## config.mk

```make
export PLATFORM = sky130hd
export DESIGN_NAME = coin_pulse_conditioner
export DESIGN_NICKNAME = d
export VERILOG_FILES = /design/src/rtl/coin_pulse_conditioner.sv
export SDC_FILE = /design/constraint.sdc
export NUM_CORES = 1
export LEC_CHECK = 0
export CAP_MARGIN = 10
export CORE_ASPECT_RATIO = 1.4
export CORE_MARGIN = 5
export CORE_UTILIZATION = 50
export CTS_BUF_LIST = sky130_fd_sc_hd__clkbuf_8 sky130_fd_sc_hd__clkbuf_16
export CTS_CLUSTER_SIZE = 25
export DETAILED_ROUTE_END_ITERATION = 8
export GPL_TIMING_DRIVEN = 0
export PLACE_DENSITY = 0.76
export SLEW_MARGIN = 10
export SYNTH_ARGS = -nofsm -noshare
export SYNTH_HDL_FRONTEND = slang
export SYNTH_SLANG_ARGS = --single-unit
```

## constraint.sdc

```tcl
create_clock -name clk -period 2.4 [get_ports clk]
set_input_delay 0.6 -clock clk [delete_from_list [all_inputs] [get_ports clk]]
set_output_delay 0.6 -clock clk [all_outputs]
set_load 0.03 [all_outputs]
```

## src/rtl/coin_pulse_conditioner.sv

```systemverilog
// Coin-sensor front end: 2-flop sync, per-channel debounce, and an arbiter that
// serialises simultaneous coins into single-cycle Nickel/Dime pulses or rejects them.
module coin_pulse_conditioner #(
  parameter int DEBOUNCE_CYCLES = 4,
  parameter int REJ_W           = 8
) (
  input  logic             clk,
  input  logic             reset,
  input  logic             nickel_raw,
  input  logic             dime_raw,
  input  logic             accept_en,
  output logic             Nickel,
  output logic             Dime,
  output logic             coin_reject,
  output logic [REJ_W-1:0] reject_cnt,
  output logic             pend_dime
);

  localparam int CW   = (DEBOUNCE_CYCLES > 1) ? $clog2(DEBOUNCE_CYCLES) : 1;
  localparam int NCH  = 2;
  localparam int CH_N = 0;
  localparam int CH_D = 1;
  localparam logic [CW-1:0] CNT_LAST = CW'(DEBOUNCE_CYCLES - 1);

  logic [NCH-1:0] raw;
  logic [NCH-1:0] rise;

  assign raw = {dime_raw, nickel_raw};

  // One synchroniser + debouncer + edge detector per coin channel.
  for (genvar gi = 0; gi < NCH; gi++) begin : g_chan
    logic          s1_q;
    logic          s2_q;
    logic          st_q;
    logic          st_d;
    logic          st_dly_q;
    logic [CW-1:0] cnt_q;
    logic [CW-1:0] cnt_d;

    always_comb begin
      st_d  = st_q;
      cnt_d = cnt_q;
      if (s2_q == st_q) begin
        cnt_d = '0;
      end else if (cnt_q == CNT_LAST) begin
        st_d  = s2_q;
        cnt_d = '0;
      end else begin
        cnt_d = cnt_q + CW'(1);
      end
    end

    always_ff @(posedge clk) begin
      if (reset) begin
        s1_q     <= 1'b0;
        s2_q     <= 1'b0;
        st_q     <= 1'b0;
        st_dly_q <= 1'b0;
        cnt_q    <= '0;
      end else begin
        s1_q     <= raw[gi];
        s2_q     <= s1_q;
        st_q     <= st_d;
        st_dly_q <= st_q;
        cnt_q    <= cnt_d;
      end
    end

    assign rise[gi] = st_q & ~st_dly_q;
  end

  typedef enum logic [0:0] {
    ARB_IDLE      = 1'b0,
    ARB_PEND_DIME = 1'b1
  } arb_state_e;

  arb_state_e       state_q;
  arb_state_e       state_d;
  logic             nickel_q;
  logic             nickel_d;
  logic             dime_q;
  logic             dime_d;
  logic             rej_q;
  logic             rej_d;
  logic [REJ_W-1:0] rej_cnt_q;
  logic [REJ_W-1:0] rej_cnt_d;
  logic [1:0]       n_events;
  logic [REJ_W:0]   rej_sum;

  assign n_events = {1'b0, rise[CH_N]} + {1'b0, rise[CH_D]};
  // One extra bit catches the carry so the counter can saturate instead of wrapping.
  assign rej_sum  = {1'b0, rej_cnt_q} + {{(REJ_W-1){1'b0}}, n_events};

  always_comb begin
    state_d   = state_q;
    nickel_d  = 1'b0;
    dime_d    = 1'b0;
    rej_d     = 1'b0;
    rej_cnt_d = rej_cnt_q;
    case (state_q)
      ARB_IDLE: begin
        if (|rise) begin
          if (!accept_en) begin
            rej_d     = 1'b1;
            rej_cnt_d = rej_sum[REJ_W] ? {REJ_W{1'b1}} : rej_sum[REJ_W-1:0];
          end else begin
            nickel_d = rise[CH_N];
            dime_d   = rise[CH_D] & ~rise[CH_N];
            if (&rise) begin
              state_d = ARB_PEND_DIME;
            end
          end
        end
      end
      // The dime was credited when both arrived; it is only being deferred.
      ARB_PEND_DIME: begin
        dime_d  = 1'b1;
        state_d = ARB_IDLE;
      end
      default: state_d = ARB_IDLE;
    endcase
  end

  always_ff @(posedge clk) begin
    if (reset) begin
      state_q   <= ARB_IDLE;
      nickel_q  <= 1'b0;
      dime_q    <= 1'b0;
      rej_q     <= 1'b0;
      rej_cnt_q <= '0;
    end else begin
      state_q   <= state_d;
      nickel_q  <= nickel_d;
      dime_q    <= dime_d;
      rej_q     <= rej_d;
      rej_cnt_q <= rej_cnt_d;
    end
  end

  assign Nickel      = nickel_q;
  assign Dime        = dime_q;
  assign coin_reject = rej_q;
  assign reject_cnt  = rej_cnt_q;
  assign pend_dime   = (state_q == ARB_PEND_DIME);

endmodule

```

# Yosys cells after proc, flatten, opt, wreduce, memory -nomap -nowiden
# Index checks and enable logic that the tools add are counted.
dict set report word_totals {
  input_bits 5
  wordCells 52
  register_bits 24
  output_inout_bits 12
}
dict set report classes {
  bitwise 11
  reduce_logical 9
  muxes 9
  n_addsub 4
  eq_ne 4
}
# cell n
set ops {}
lappend ops {{8-bit by 2-bit adder with 9-bit output} 1}
lappend ops {{3-bit OR reduction} 3}
lappend ops {{8-bit 2-to-1 mux} 1}
lappend ops {{1-bit NOT} 8}
lappend ops {{1-bit 2-to-1 mux} 6}
lappend ops {{2-bit AND reduction} 3}
lappend ops {{2-bit by 1-bit adder with 2-bit output, second input constant} 2}
lappend ops {{2-bit == test, second input constant} 2}
lappend ops {{1-bit one-hot mux with 2 select lines} 2}
lappend ops {{4-bit OR reduction} 1}
lappend ops {{1-bit bitwise AND} 3}
lappend ops {{3-bit AND reduction} 1}
lappend ops {{1-bit by 1-bit adder with 2-bit output} 1}
lappend ops {{1-bit == test} 2}
lappend ops {{2-bit OR reduction} 1}

# Depth between registers and ports, before layout
dict set report logic_depth {
  word_depth 7
  depth_mapped 8
}

# Least setup slack after synthesis
# OpenSTA, ideal clock, no wires.
dict set report synth_path {
  path_kind {register -> register}
  from {reg g_chan[0].st_dly_q}
  to {reg rej_cnt_q[5], in the netlist reject_cnt[5]}
  slack_ps 318
  arrival_time_ps 2007
  t_required_ps 2326
  stages_incl_launch_ff 9
  n_path_buf 0
  path_cell_list {dfxtp_1 and2b_4 inv_1 fa_1 inv_1 ha_1 o2111ai_1 or3_4 a31oi_1}
}
dict set report synth_between {
  elab_chain_cells 5
}
# element line
set synth_lines {}
lappend synth_lines {{from (decl)} 36} ;# logic st_dly_q;
lappend synth_lines {{from (signal assigned)} 64} ;# st_dly_q <= st_q;
lappend synth_lines {{1-bit NOT (*)} 69} ;# assign rise[gi] = st_q & ~st_dly_q;
lappend synth_lines {{1-bit bitwise AND (*)} 69}
lappend synth_lines {{1-bit by 1-bit adder with 2-bit output} 90} ;# assign n_events = {1'b0, rise[CH_N]} + {1'b0, rise[CH_D]};
lappend synth_lines {{8-bit by 2-bit adder with 9-bit output} 92} ;# assign rej_sum = {1'b0, rej_cnt_q} + {{(REJ_W-1){1'b0}}, n_events};
lappend synth_lines {{8-bit 2-to-1 mux} 105} ;# rej_cnt_d = rej_sum[REJ_W] ? {REJ_W{1'b1}} : rej_sum[REJ_W-1:0];
lappend synth_lines {{to (signal assigned)} 136} ;# rej_cnt_q <= rej_cnt_d;
lappend synth_lines {{to (decl)} 85} ;# logic [REJ_W-1:0] rej_cnt_q;
# Every way passes the cells marked *; elsewhere a longest branch is shown, timed or not.
# A chain may end at the register's enable or synchronous reset.

# Final worst setup path
dict set report layout_path {
  from {reg g_chan[0].st_dly_q}
  to {reg rej_cnt_q[1], in the netlist reject_cnt[1]}
}
# The elaborated chain is that of the path after synthesis.

==> qor.csv <==
metric;value;unit
total CTS buffers;3;
Sink Count;24;
die height;62.6;um
synth warn;0;
Sw Ratio;17.5;%
CTS tree;done;
Worst path max stage delay;0.41;ns
Synth Register Bits;24;
Pins Over Slew Limit;0;
VDD IR-drop max;0.465;mV
Sw Pwr;0.135;mW
Unique masters post-synth;33;
Tmin final;2.20;ns
GR Util All Layers;13.5;%
IO Port Bufs;16;
vias in the first global route;697;
CP arrival;2.39;ns
Wirelength per Cell;12.6;um
Static Leak;0.442;nW
DP Wirelength;1300;um
Final WS setup;0.202;ns
top cell type's share of synthesized area;48.5;%
Int Pwr;0.636;mW
Final Cycle Share;91.6;%
# IOs;17;
hold crit path type;reg -> reg;
hold_buf cts;0;
syn nets;104;
Die W;47.6;um
Total Neg Setup Slack;0;ns
Die ar.;2980;um2
Worst Path Class, Setup;reg -> reg;
hold slack;0.425;ns
Slew HR;68.2;%
largest net degree at the start of global routing;15;
Required @ worst endpoint;2.59;ns
total number of vias;714;
share of cells above drive strength 1;11.3;%
total grt overflow;0;
Tightest Pin Transition;0.477;ns
Clock Latency Late Sink;0.27;ns
CTS Root Cell;clkbuf_8;
startpoint types;register;
R2R depth;8;
Max Cap Viol;0;
Clock Power Share;44.9;%
first-pass GRT wire length;2940;um
Synth Area per Inst;10.4;um2
fmax;0.455;GHz
fillers;161;
H-tree depth;1;
power share of the combinational group;2.7;%
sequential power share;52.4;%
post-synthesis cell area;990;um2
via density per instance;5.25;
Hold Path Depth;1;
Mapped Cells;95;
post-synthesis sequential area ratio;48.5;%
row cnt;19;
status;finished clean;
n_diodes;0;
Hold Vio Cnt, Final;0;
crit-path cells;and2b_4 > inv_1 > fa_1 > inv_1 > ha_4 > o2111ai_1 > or3_4 > a21oi_1;
DRC;0;
area delta synth->final;27.4;%
initial antenna violation count;0;
cell mode on critical path;inv_1;
RSZ-0062 raised after global routing;no;
1st-iter DRT viols;8;
Synth area leaders;dfxtp_1, nor2b_1, nor2_1, ha_1, mux2i_1;
1st-pass router iterations;2;
Max clock buf depth;2;
# nets final;125;
initial core utilization;51.4;%
GPL Wtd Cong;0.727;
clock skew;0.00681;ns
core area;1930;um2
P per Cell Area;611;nW/um2
Routed WL;1720;um
final setup violation count;0;
Synth area leader;dfxtp_1;
slowest CP cell;or3_4;
pre-CTS setup slack;0.0783;ns
largest fanout on the critical path;6;
Worst setup EP type;register;
clock-pin slew on the worst setup and hold paths;0.08;ns
DRT antenna net count;0;
-- state kept, by name (all words and copies together) (netlist names) --
signal,cells
g_chan.st_dly_q,2
pend_dime,1
coin_reject,1
Dime,1
g_chan.cnt_q,4
g_chan.s1_q,2
Nickel,1
g_chan.s2_q,2
reject_cnt,8
g_chan.st_q,2
-- cell usage after synthesis --
| library cell | n |
|---|---|
| o31ai_1 | 1 |
| xor2_1 | 1 |
| a31oi_1 | 2 |
| nor2_4 | 1 |
| o21ai_0 | 1 |
| o2111ai_4 | 1 |
| a21oi_1 | 4 |
| dfxtp_1 | 24 |
| and2_1 | 2 |
| or4_1 | 1 |
| or3_1 | 3 |
| nor2_1 | 11 |
| clkbuf_1 | 2 |
| or3_4 | 1 |
| nor2b_1 | 7 |
| nor4bb_1 | 1 |
| inv_1 | 7 |
| and4b_1 | 1 |
| mux2_2 | 1 |
| o2111ai_1 | 1 |
| a21boi_4 | 1 |
| fa_1 | 1 |
| nand2_1 | 1 |
| a41oi_1 | 2 |
| xnor2_1 | 2 |
| ha_1 | 3 |
| nor3_1 | 2 |
| nor3b_1 | 1 |
| and3_1 | 2 |
| mux2i_1 | 3 |
| a211oi_1 | 1 |
| nand4_1 | 1 |
| and2b_4 | 2 |
-- cell type report --
cell class / count / area, um2 / area share [%]
timing repair buffer: 16 / 160 / 12.7
sequential: 24 / 482 / 38.2
multi-input combinational: 62 / 488 / 38.7
tap: 21 / 26.3 / 2.08
inverter: 7 / 26.3 / 2.08
clock buffer: 3 / 41.3 / 3.27
clock inverter: 1 / 30.0 / 2.38
buffer: 2 / 7.51 / 0.595
-- metrics by stage --
stage	power (mW)	utilization, %	cells	instance area [um2]
after floorplan	0.424	-	95	990
after global placement	0.434	61.1	132	1180
after detailed placement	0.434	61.1	132	1180
after CTS	0.781	64.8	136	1250
after global routing	0.800	65.5	136	1260
final	0.771	65.5	136	1260
-- worst max-delay path: cells and delay by family, from the launching register on --
family                   cells  cell delay [ns]
AO/OA/AOI/OAI                2             0.31
adder cells (fa/ha/maj)      2             0.57
buffers and inverters        2             0.25
flip-flops                   1             0.32
AND/OR/NAND/NOR              2             0.68
-- power groups by stage --
stage / clock network [mW] / registers, mW / logic (mW)
after CTS: 0.356 / 0.404 / 0.0213
after detailed placement: 0 / 0.413 / 0.0213
after floorplan: 0 / 0.413 / 0.0110
after global routing: 0.373 / 0.404 / 0.0227
after global placement: 0 / 0.413 / 0.0207
final: 0.346 / 0.404 / 0.0211
-- layout by cell type (no fill, tap or decap), types with 2 or more instances in the layout --
cell type,instances
nor2b_1,7
and3_1,2
nor3_1,2
and2_1,2
xnor2_1,2
a31oi_1,2
nor2_1,11
clkbuf_1,2
a41oi_1,2
and2b_4,2
dfxtp_1,23
mux2i_1,3
a21oi_1,4
inv_1,7
clkdlybuf4s50_1,16
ha_1,2
or3_1,3
clkbuf_8,3
-- per-layer routing --
layer,vias to the layer above,track usage (%),part of all wire (%)
li1,370,-,-
met1,326,17.4,45
met2,13,19.8,49
met3,5,2.59,2.4
met4,0,8.08,2.8
met5,-,0,0
-- kinds of logic (layout without fill, tap and decap cells) --
| logic type | Yosys count | after routing | synth area share, % |
|---|---|---|---|
| simple gates | 37 | 37 | 22.9 |
| compound gates | 14 | 14 | 12.5 |
| flops | 24 | 24 | 48.5 |
| fa+ha+maj | 4 | 4 | 5.82 |
| mux | 4 | 4 | 4.17 |
| xor+xnor | 3 | 3 | 2.66 |
| buf+inv | 9 | 29 | 3.41 |
-- path summary, 6_finish.rpt --
kind | slack, ns | end | startpoint
setup / recovery | 0.20 | reject_cnt[1] | g_chan[0].st_dly_q
hold / removal | 0.43 | g_chan[1].cnt_q[0] | g_chan[1].cnt_q[0]
setup reg to reg | 0.20 | reject_cnt[1] | g_chan[0].st_dly_q
hold reg to reg | 0.43 | g_chan[1].cnt_q[0] | g_chan[1].cnt_q[0]
-- what timing repair did --
action	in CTS	in global routing
endpoints found under the setup margin	0	5
gates resized for setup	0	3
buffers inserted	0	0
(Power assumes the default switching activity.)
